## src/rtl/ram8_fifo_if.sv

```systemverilog
// rtl/ram8_fifo_if.sv - producer/consumer handshake bundle for ram8_fifo
interface ram8_fifo_if #(
   parameter int WIDTH = 8
);
   logic             in_valid;
   logic             in_ready;
   logic [WIDTH-1:0] in_data;
   logic             out_valid;
   logic             out_ready;
   logic [WIDTH-1:0] out_data;

   // Master drives words in and takes words out; the FIFO is the slave.
   modport master (
      output in_valid, in_data, out_ready,
      input  in_ready, out_valid, out_data
   );

   modport slave (
      input  in_valid, in_data, out_ready,
      output in_ready, out_valid, out_data
   );
endinterface

```

## src/rtl/ram8_fifo.sv

```systemverilog
// rtl/ram8_fifo.sv - register-array FIFO with valid/ready handshake on both sides
module ram8_fifo #(
   parameter int WIDTH = 8,
   parameter int DEPTH = 8
) (
   input  logic                     clk,
   input  logic                     reset,
   input  logic                     clear,
   ram8_fifo_if.slave               bus,
   output logic [$clog2(DEPTH):0]   count,
   output logic                     full,
   output logic                     empty
);
   localparam int AW = $clog2(DEPTH);
   localparam logic [AW:0] FULL_CNT = (AW+1)'(DEPTH);

   logic [WIDTH-1:0] mem [DEPTH];
   logic [AW-1:0]    wp;
   logic [AW-1:0]    rp;
   logic             push;
   logic             pop;

   // Status and handshake come only from registered count, so ready never
   // depends on out_ready and valid never depends on in_valid.
   assign full          = (count == FULL_CNT);
   assign empty         = (count == '0);
   assign bus.in_ready  = !full;
   assign bus.out_valid = !empty;
   assign bus.out_data  = mem[rp];

   assign push = bus.in_valid && bus.in_ready;
   assign pop  = bus.out_valid && bus.out_ready;

   // Storage array: no reset needed, a flushed word is simply never read.
   always_ff @(posedge clk) begin
      if (push && !clear && !reset) begin
         mem[wp] <= bus.in_data;
      end
   end

   // Pointers and occupancy; pointers wrap naturally at their AW-bit width.
   always_ff @(posedge clk or posedge reset) begin
      if (reset) begin
         wp    <= '0;
         rp    <= '0;
         count <= '0;
      end else if (clear) begin
         wp    <= '0;
         rp    <= '0;
         count <= '0;
      end else begin
         if (push) begin
            wp <= wp + 1'b1;
         end
         if (pop) begin
            rp <= rp + 1'b1;
         end
         case ({push, pop})
            2'b10:   count <= count + 1'b1;
            2'b01:   count <= count - 1'b1;
            default: count <= count;
         endcase
      end
   end
endmodule

```

## src/flat_wrapper.sv

```systemverilog
// flat-port wrapper written by rule: the top's interface ports become plain ports
module ram8_fifo_flat 
#(
   parameter int WIDTH = 8,
   parameter int DEPTH = 8
)
  (clk, reset, clear, count, full, empty, bus_in_valid, bus_in_data, bus_out_ready, bus_in_ready, bus_out_valid, bus_out_data);
  ram8_fifo_if #(.WIDTH(WIDTH)) bus_i ();
  input  logic clk;
  input  logic reset;
  input  logic clear;
  output logic [$clog2(DEPTH):0] count;
  output logic full;
  output logic empty;
  input wire logic [$bits(bus_i.in_valid)-1:0] bus_in_valid;
  input wire logic [$bits(bus_i.in_data)-1:0] bus_in_data;
  input wire logic [$bits(bus_i.out_ready)-1:0] bus_out_ready;
  output wire logic [$bits(bus_i.in_ready)-1:0] bus_in_ready;
  output wire logic [$bits(bus_i.out_valid)-1:0] bus_out_valid;
  output wire logic [$bits(bus_i.out_data)-1:0] bus_out_data;
  assign bus_i.in_valid = bus_in_valid;
  assign bus_i.in_data = bus_in_data;
  assign bus_i.out_ready = bus_out_ready;
  assign bus_in_ready = bus_i.in_ready;
  assign bus_out_valid = bus_i.out_valid;
  assign bus_out_data = bus_i.out_data;
  ram8_fifo #(.WIDTH(WIDTH), .DEPTH(DEPTH)) u_core (.clk(clk), .reset(reset), .clear(clear), .bus(bus_i), .count(count), .full(full), .empty(empty));
endmodule
```

## config.mk

```make
export PLATFORM = sky130hd
export DESIGN_NAME = ram8_fifo_flat
export DESIGN_NICKNAME = d
export VERILOG_FILES = /design/src/rtl/ram8_fifo_if.sv /design/src/rtl/ram8_fifo.sv /design/src/flat_wrapper.sv
export SDC_FILE = /design/constraint.sdc
export NUM_CORES = 1
export LEC_CHECK = 0
export ABC_AREA = 1
export BUFFER_PORTS_ARGS = -buffer_cell sky130_fd_sc_hd__buf_2
export CORE_UTILIZATION = 45
export CTS_BUF_LIST = sky130_fd_sc_hd__clkbuf_8 sky130_fd_sc_hd__clkbuf_16
export DETAILED_ROUTE_END_ITERATION = 10
export PLACE_DENSITY = 0.67
export SLEW_MARGIN = 25
export SYNTH_ARGS = -nofsm -noshare
export SYNTH_HDL_FRONTEND = slang
export SYNTH_SLANG_ARGS = --single-unit
```

## constraint.sdc

```tcl
create_clock -name clk -period 3.2 [get_ports clk]
set_clock_uncertainty 0.1 [all_clocks]
set_input_delay 0.48 -clock clk [delete_from_list [all_inputs] [get_ports clk]]
set_output_delay 0.48 -clock clk [all_outputs]
set_load 0.02 [all_outputs]
```

# Yosys cells after proc, flatten, opt, wreduce, memory -nomap -nowiden
# Memories as Yosys holds them, arrays and structs flattened.
# Index checks and enable logic that the tools add are counted.
# totals
regBits,10
latchBits,0
mem_bits_rw,64
mem_bits_ro,0
in_bits,13
output_inout_bits,16
wordCells,31
memories,1
# memory_table
name,depth,width,read_ports,rd_ports_with_merged_regs,write_ports,line,text
u_core.mem,8,8,1,0,1,ram8_fifo.sv:17,logic [WIDTH-1:0] mem [DEPTH];
# op_classes
add_sub_neg,4
multipliers,0
n_div,0
magnitude_cmp,0
eq_ne,3
shifts,0
n_mux,8
bitwise,0
n_reduce_logical,12
# op_table
cell,count
2-to-1 mux 3 bit,4
one-hot mux 4 bit (2 select lines),1
"adder 3 x 1 -> 3 bit, second input constant",2
"adder 4 x 1 -> 4 bit, second input constant",1
"equality test 4 bit, second input constant",1
logical AND 1 bit,4
logical NOT 1 bit,4
logical NOT 4 bit,1
2-to-1 mux 4 bit,1
nonzero test 2 bit,2
"subtractor 4 x 1 -> 4 bit, second input constant",1
nonzero test 3 bit,1
"equality test 2 x 1 -> 1 bit, second input constant",1
"equality test 2 bit, second input constant",1
2-to-1 mux 1 bit,2

# Logic depth before layout (Yosys ltp)
# Gate-level depths: netlist of run 1.
# depth
ltp_word,7
mapped_depth,14

# Worst setup path after synthesis of run 1
# No wires, ideal clock.
# synth_timing
path_type,reg-to-reg
from,register u_core.count[0]
to,register u_core.count[3]
setup_time_ps,117
arrival_time_ps,1862
t_required_ps,2983
path_slack_ps,1122
path_stages_with_launch,14
n_path_buf,0
path_cell_list,dfrtp_1 nor2_4 nand2_4 nand2_8 nand2_4 inv_1 ha_1 a21o_1 nand2_1 nand2_1 inv_1 nand3_1 nand3_2 nand2_1
# synth_between
elab_chain_cells,6
word_cells_on_any_way,13
cone_classes,2 x add/sub; 3 x eq/ne; 2 x mux; 6 x reduce/logical
# synth_lines
item,line,text
"start, declared",ram8_fifo.sv:10,"output logic [$clog2(DEPTH):0] count,"
"start signal, assigned",ram8_fifo.sv:59,2'b10: count <= count + 1'b1;
"start signal, assigned",ram8_fifo.sv:60,2'b01: count <= count - 1'b1;
"start signal, assigned",ram8_fifo.sv:61,default: count <= count;
equality test 4 bit *,ram8_fifo.sv:25,assign full = (count == FULL_CNT);
logical NOT 1 bit *,ram8_fifo.sv:27,assign bus.in_ready = !full;
named net bus_in_ready,flat_wrapper.sv:18,output wire logic [$bits(bus_i.in_ready)-1:0] bus_in_ready;
logical AND 1 bit *,ram8_fifo.sv:31,assign push = bus.in_valid && bus.in_ready;
equality test 2 x 1 -> 1 bit or equality test 2 bit (tied branches),ram8_fifo.sv:58,"case ({push, pop})"
one-hot mux 4 bit (2 select lines),ram8_fifo.sv:58,
2-to-1 mux 4 bit,ram8_fifo.sv:47,end else if (clear) begin
# Mark *: on every way through the listed nets, which the timed path passes. The rest lies on a longest branch.
# A chain may end at the register's enable or synchronous reset.

# Worst setup path after layout of run 1
# layout_timing
from,register u_core.rp[1]
to,output port bus_out_data[0]
# layout_between
elab_chain_cells,1
# layout_lines
item,line,text
"start, declared",ram8_fifo.sv:19,logic [AW-1:0] rp;
"start signal, assigned",ram8_fifo.sv:56,rp <= rp + 1'b1;
memory read (8 x 8 bit),-,
"end, declared",flat_wrapper.sv:20,output wire logic [$bits(bus_i.out_data)-1:0] bus_out_data;
# Every way passes these cells.

==> results of run 1 <==
-- placed cells by master, fill, tap and decap left out, types with 4 or more instances in the layout --
| master | count |
|---|---|
| ha_1 | 4 |
| nand2_4 | 5 |
| edfxtp_1 | 64 |
| a31oi_1 | 8 |
| clkbuf_8 | 9 |
| dfrtp_1 | 10 |
| nand3_1 | 8 |
| buf_4 | 8 |
| buf_2 | 28 |
| nand2_1 | 21 |
| o21ai_0 | 36 |
| inv_1 | 14 |
| o22ai_1 | 8 |
| nor2_1 | 65 |
-- state kept, by name, summed over array words and instances (netlist names) --
register	count
u_core.count	4
u_core.mem	64
u_core.rp	3
u_core.wp	3
-- kinds of logic after synthesis --
group,Yosys count,share of synthesized area [%]
buffers and inverters,26,3.395
XOR/XNOR,1,0.2732
AO/OA/AOI/OAI,60,10.81
AND/OR/NAND/NOR,107,15.61
adder cells (fa/ha/maj),5,2.185
flip-flops,74,67.73
-- critical path: cells and delay by family (launching register included) --
kind | cells | cell delay (ps)
flip-flops | 1 | 610
AND/OR/NAND/NOR | 1 | 70
buffers and inverters | 2 | 700
AO/OA/AOI/OAI | 3 | 600
-- area by class of cell --
type                    instances  area share, %
well taps                      96          3.265
flip-flops and latches         74          59.05
repair buffers                 36          5.442
multi-input cells             173          25.17
clock inverters                 7          1.905
clock buffers                   9          3.367
inverters                      17          1.803
-- worst max path at each step --
stage / startpoint / depth (start not counted) / to / slack [ps]
final: u_core.rp[1] / 6 / bus_out_data[0] / 300
after global routing: u_core.rp[1] / 6 / bus_out_data[0] / 150
after CTS: u_core.rp[1] / 6 / bus_out_data[0] / 310
after floorplan: u_core.count[0] / 13 / u_core.count[3] / 1120
after global placement: u_core.rp[1] / 6 / bus_out_data[6] / 780
after detailed placement: u_core.rp[1] / 6 / bus_out_data[6] / 750
-- routing by layer --
layer	share of wire [%]	GRT usage, %	up-vias
met2	51	31.17	47
li1	-	-	1038
met5	0	0	-
met3	3.8	3.143	7
met4	0.96	7.273	0
met1	44	23.63	1012
-- power by group --
part	internal [mW]	total [mW]	switching, mW	leakage (nW)
Clock	0.358	0.698	0.340	0.0947
Combinational	0.262	0.796	0.534	0.606
Sequential	1.09	1.15	0.0593	0.712
Total	1.71	2.64	0.933	1.41
==> metrics.txt, run 1 <==
all-layer global routing usage=a little under a fifth; dpl cells=396; f_max=approximately 340 MHz; Slew HR=between 40% and 50%; critical path's largest stage delay=a little over 600 ps; outcome=complete, no violations; Syn Area/Cell=between 10 and 15 µm²; crit path time final=~2900 ps; post-synthesis register bit count=between 70 and 80; WL/cell=15.38 µm; critical path class=reg -> out; Critical-path top delay cell=dfrtp_1; sequential element share of the synthesized area=between 60 and 70%; worst-margin pin slew=approximately 850 ps; Detail Route Antenna Nets=0; clk sink count=74; Initial DRT Pass Iterations=4; Ys Warns=0; Post-synth EDFFs=between 60 and 70; NumNets Final=approximately 330; Multi-input gate area=slightly above 900 µm²; share of the synthesized area in the top cell type=between 50% and 60%; Worst Setup Start Kind=register; layout cells sized above 1=between 20 and 25%; root buf cell=clkbuf_8; peak supply drop=a little over 0.5 mV; DRC errors left=0; Die Span Y=86.42 µm; RSZ-0062 raised after global routing=no; Critical Path AT=2320 ps; Resized Gates After CTS=0; initial antenna violation count=0; final instance area=approximately 0.0037 mm²; cell count after synthesis=about 270; dpl hpwl=between 4 and 5 mm; DRT iter0 DRCs=approximately 120; Post-Syn Area=approximately 0.0032 mm²; final core utilization=approximately 54%; Final Hold Viols=0; r2r worst-path depth=6; largest net degree at the start of global routing=34; register area=~0.0022 mm²; reg2reg end=u_core.mem[6][5]; worst reg-to-reg setup slack=~950 ps; setup total negative slack=0 ps; diodes inserted=0; total wire length=around 6.3 mm; Clock Latency Late Sink=~340 ps; Most used DFF post-synth=edfxtp_1; asr flop ratio synth=roughly 14%; Via-to-Cell Ratio=around 5.1; WP data required=around 2600 ps; # setup viols final=0; first-pass GRT wire length=between 10 and 15 mm; Max-Cap Viols=0; largest area contributor in the netlist=edfxtp_1; Starting Density=roughly 47%; GP Congestion=between 0.7 and 0.8; Hold-fix buffers, CTS=0; I/O Buffers=28; syn nets=~290; Layout area overhead=14.71%; Final period util=around nine tenths; CTS tree=yes; Pleak=approximately 1.4 nW; Power Total=between 2 and 3 mW; total CTS buffers=9; clock slew at reported path FFs=roughly 70 ps; max-slew violations=0; crit end category=primary output; Setup Fix Bufs, Post-CTS=0; number of global-route vias before repair=~2,100; Setup WS pre-CTS=between 700 and 800 ps; Hold Crit Class=in -> async; worst r2r src=u_core.count[0]; standard-cell rows=30; Pwr Density=approximately 720 mW/mm²; Critical Path, Cell by Cell=inv_1 > o21ai_0 > o22ai_1 > nor2_1 > a31oi_1 > buf_2; Die ar.=~0.0075 mm²; Placed Area=roughly 0.0035 mm²; Unique masters post-synth=29; Placeable Area=slightly below 0.007 mm²; Hold Slack=between 15 and 20 ps; top post-synthesis cells by area=edfxtp_1 (60%), dfrtp_1 (7.8%), nor2_1 (7.6%), o21ai_0 (5.6%), nand2_1 (2.5%); clock tree buffer depth=2; GRT overflow=0; die width=86.42 µm; via count=about 2,100; I/O pin cnt=29; most frequent cell after synthesis=nor2_1; Worst Path Max Fanout=18; Final Instance Count excl. Fillers=around 410; worst setup margin=roughly 300 ps; Synth top cells by count=nor2_1 (65), edfxtp_1 (64), o21ai_0 (36); Filler Cells Inserted=around 620; # H-tree levels=3
Note: power is estimated with default switching activity, not from simulation.
==> inputs of run 2 (changes only) <==
--- a/config.mk
+++ b/config.mk
@@ -11,6 +11,8 @@
 export CTS_BUF_LIST = sky130_fd_sc_hd__clkbuf_8 sky130_fd_sc_hd__clkbuf_16
 export DETAILED_ROUTE_END_ITERATION = 10
 export PLACE_DENSITY = 0.67
+export REMOVE_ABC_BUFFERS = 1
+export SKIP_CTS_REPAIR_TIMING = 1
 export SLEW_MARGIN = 25
 export SYNTH_ARGS = -nofsm -noshare
 export SYNTH_HDL_FRONTEND = slang
==> metrics.txt, run 2 (synthesis gave the netlist of run 1 again) <==
number of global-route vias before repair=1,916; clock slew at reported path FFs=~70 ps; Pwr Density=686.8 mW/mm²; dpl hpwl=3.988 mm; CTS tree=yes; critical path class=reg -> out; crit end category=primary output; Detail Route Antenna Nets=0; critical path depth=6; biggest registers after layout=u_core.mem (64), u_core.count (4); f_max=355.5 MHz; NumNets Final=between 300 and 400; most frequent cells in the layout=nor2_1 (65), edfxtp_1 (64), o21ai_0 (36), buf_2 (28), nand2_1 (21); Final Instance Count excl. Fillers=409; # setup viols final=0; Max-Cap Viols=0; Critical Path AT=about 2200 ps; layout cells sized above 1=between 20% and 30%; Hold Crit Class=in -> async; peak supply drop=between 0.4 and 0.5 mV; # H-tree levels=3; diodes inserted=0; Placeable Area=~0.0068 mm²; Layout area overhead=13.03%; I/O Buffers=28; root buf cell=clkbuf_8; Critical-path top delay cell=dfrtp_1; RSZ-0062 raised after global routing=no; worst path bufs/invs=2; Starting Density=a little under half; GRT overflow=0; crit path time final=approximately 2800 ps; Largest register FFs=64; dpl cells=396; Die Span Y=86.42 µm; all-layer global routing usage=18.54%; max-slew violations=0; Worst Path Max Fanout=18; Critical Path, Cell by Cell=inv_1 > o21ai_0 > o22ai_1 > nor2_1 > a31oi_1 > buf_2; Power Total=about 2.5 mW; initial antenna violation count=0; Worst Setup Start Kind=register; critical path's largest stage delay=between 500 and 600 ps; Filler Cells Inserted=around 610; outcome=complete, no violations; die width=between 80 and 90 µm; Reg with most FFs=u_core.mem; via count=2,093; total CTS buffers=9; Hold Slack=between 20 and 30 ps; Via-to-Cell Ratio=around 5.1; Pleak=1.403 nW; WL/cell=14.96 µm; most common cell after layout, fill and taps aside=nor2_1; Clock Latency Late Sink=roughly 340 ps; clock tree buffer depth=2; setup total negative slack=0 ps; first-pass GRT wire length=between 9 and 10 mm; DRT iter0 DRCs=74; WP data required=between 2000 and 3000 ps; total wire length=6.119 mm; I/O pin cnt=29; r2r worst-path depth=6; DRC errors left=0; Slew HR=between 40 and 50%; largest net degree at the start of global routing=34; Final Hold Viols=0; standard-cell rows=30; clk sink count=74; Crit path max-delay family=buffers and inverters; Final period util=between 80 and 90%; Initial DRT Pass Iterations=4; Die ar.=~0.0075 mm²; GP Congestion=approximately 0.74; worst-margin pin slew=about 850 ps
## run 2: stage by stage
| step | util [%] | worst slack, ps | instance area [µm²] |
|---|---|---|---|
| 3_3_place_gp | 51.01 | 778.0 | 3485 |
| 3_5_place_dp | 51.01 | 767.7 | 3485 |
| 5_1_grt | 53.06 | 137.1 | 3625 |
| 6_report | 53.06 | 387.2 | 3625 |
| 2_1_floorplan | - | 770.5 | 3164 |
| 4_1_cts | 53.06 | 397.1 | 3625 |
## run 2: worst paths after layout
check	slack [ps]	start	to
setup / recovery	390	u_core.rp[1]	bus_out_data[3]
hold / removal	30	reset	u_core.wp[2]
setup reg to reg	970	u_core.count[0]	u_core.mem[0][6]
hold reg to reg	510	u_core.wp[0]	u_core.wp[0]
max in group asynchronous	2680	reset	u_core.count[0]
min in group clk	310	bus_in_data[2]	u_core.mem[1][2]
## run 2: power by group
group	internal, mW	switching, mW	leakage (nW)
logic	0.261	0.523	0.606
clock network	0.258	0.298	0.0846
registers	1.09	0.0584	0.712
## run 2: per-layer routing
| metal | track usage (%) | part of all wire [%] | vias to the layer above | routed length (µm) |
|---|---|---|---|---|
| met2 | 28.79 | 48 | 44 | 2932 |
| met4 | 7.727 | 2.1 | 0 | 126 |
| met3 | 4.857 | 3.6 | 11 | 219 |
| met1 | 24.90 | 46 | 997 | 2841 |
| li1 | - | - | 1041 | - |
| met5 | 0 | 0 | - | 0 |
## run 2: final cells by class
type                            instances  area [µm²]  share of cell area [%]
Clock inverter                          4       16.27                  0.4487
Sequential cell                        74        2172                   59.92
Inverter                               17       66.31                   1.829
Clock buffer                            9       123.9                   3.417
Multi-Input combinational cell        173       925.9                   25.54
Tap cell                               96       120.1                   3.314
Timing Repair Buffer                   36       200.2                   5.523
## run 2: worst register-to-register path: cells and delay by family, from the launching register on
| family | cells | cell delay, ps |
|---|---|---|
| DFF | 1 | 510 |
| and+or+nand+nor | 6 | 1250 |
==> inputs of run 3 (changes only) <==
--- a/config.mk
+++ b/config.mk
@@ -7,10 +7,10 @@
 export LEC_CHECK = 0
 export ABC_AREA = 1
 export BUFFER_PORTS_ARGS = -buffer_cell sky130_fd_sc_hd__buf_2
-export CORE_UTILIZATION = 45
+export CORE_UTILIZATION = 41
 export CTS_BUF_LIST = sky130_fd_sc_hd__clkbuf_8 sky130_fd_sc_hd__clkbuf_16
 export DETAILED_ROUTE_END_ITERATION = 10
-export PLACE_DENSITY = 0.67
+export PLACE_DENSITY = 0.63
 export REMOVE_ABC_BUFFERS = 1
 export SKIP_CTS_REPAIR_TIMING = 1
 export SLEW_MARGIN = 25
==> metrics.txt, run 3 (synthesis gave the netlist of run 1 again) <==
outcome=complete, no violations; RSZ-0062 raised after global routing=no; crit path to=bus_out_data[5]; Max-Cap Viols=0; dpl hpwl=about 4.0 mm; total wire length=a little over 6 mm; worst reg-to-reg setup slack=1000 ps; # setup viols final=0; layout cells sized above 1=a little over a fifth; CTS tree=yes; Slew HR=between 40 and 50%; Pwr Density=between 600 and 700 mW/mm²; total CTS buffers=9; largest net degree at the start of global routing=34; Via-to-Cell Ratio=slightly below 5; final instance area=0.003637 mm²; I/O Buffers=28; GP Congestion=approximately 0.76; Detail Route Antenna Nets=0; Largest register FFs=64; most common cell after layout, fill and taps aside=nor2_1; WP data required=between 2000 and 3000 ps; crit path time final=~2800 ps; Clock Latency Late Sink=approximately 330 ps; dpl cells=roughly 400; Setup WS pre-CTS=720.3 ps; critical path class=reg -> out; root buf cell=clkbuf_8; Critical Path AT=2210 ps; via count=a little over 2,000; crit end category=primary output; Placed Area=0.003488 mm²; GRT overflow=0; Hold Slack=roughly 40 ps; WL/cell=around 15 µm; f_max=roughly 360 MHz; Placeable Area=roughly 0.0074 mm²; peak supply drop=around 0.39 mV; Worst Setup Start Kind=register; worst setup path start=u_core.rp[1]; clock tree buffer depth=2; Final Instance Count excl. Fillers=slightly above 400; standard-cell rows=31; I/O pin cnt=29; Hold Crit Class=in -> async; biggest registers after layout=u_core.mem (64), u_core.count (4); reg2reg end=u_core.mem[6][3]; number of global-route vias before repair=between 1,500 and 2,000; Starting Density=between 40% and 50%; Pleak=between 1 and 1.5 nW; most frequent cells in the layout=nor2_1 (65), edfxtp_1 (64), o21ai_0 (36), buf_2 (28), nand2_1 (21); all-layer global routing usage=16.44%; Die Span Y=between 90 and 100 µm; Layout area overhead=13.42%; worst r2r src=u_core.count[0]; worst setup margin=413.9 ps; Reg with most FFs=u_core.mem; DRT iter0 DRCs=slightly below 100; max-slew violations=0; Power Total=2.511 mW; # H-tree levels=3; initial antenna violation count=0; first-pass GRT wire length=approximately 10 mm; NumNets Final=about 330; Worst Path Max Fanout=18; Final period util=87.07%; clk sink count=74; Initial DRT Pass Iterations=4; Final Hold Viols=0; setup total negative slack=0 ps; worst-margin pin slew=just over 800 ps; r2r worst-path depth=6; DRC errors left=0; diodes inserted=0; die width=90.44 µm; clock slew at reported path FFs=70 ps; Die ar.=between 0.008 and 0.009 mm²; final core utilization=around 49%
run 3: report_power, final:
part	leakage, nW	internal, mW	total, mW	switching, mW
combinational	0.606	0.262	0.789	0.527
clock	0.0788	0.264	0.575	0.311
sequential	0.712	1.09	1.15	0.0575
run 3: worst min-delay path by stage:
stage,slack [ps],endpoint,cells after the start
global placement,410,u_core.wp[0],2
floorplan,220,u_core.count[0],1
detailed placement,410,u_core.count[2],2
CTS,40,u_core.wp[0],2
global route,70,u_core.wp[0],2
finish,40,u_core.wp[2],2
run 3: worst max-delay path, cell delays in order, from the launching register on:
cell,delay [ps]
dfrtp_1,590
inv_1,510
o21ai_0,170
o22ai_1,150
nor2_1,50
a31oi_1,190
buf_2,200
run 3: layout make-up:
class,instances,area [µm²]
fillers,681,3771
repair buffers,36,200.2
flip-flops and latches,74,2172
multi-input cells,173,925.9
clock inverters,6,25.02
well taps,99,123.9
clock buffers,9,123.9
inverters,17,66.31
run 3: layer usage:
layer	wire (µm)	GRT usage (%)	vias to the layer above	share of wire, %
met5	0	0	-	0
met4	97	7.796	0	1.6
met3	261	2.862	8	4.2
met2	2992	26.65	43	48
met1	2834	21.48	950	46
li1	-	-	1032	-
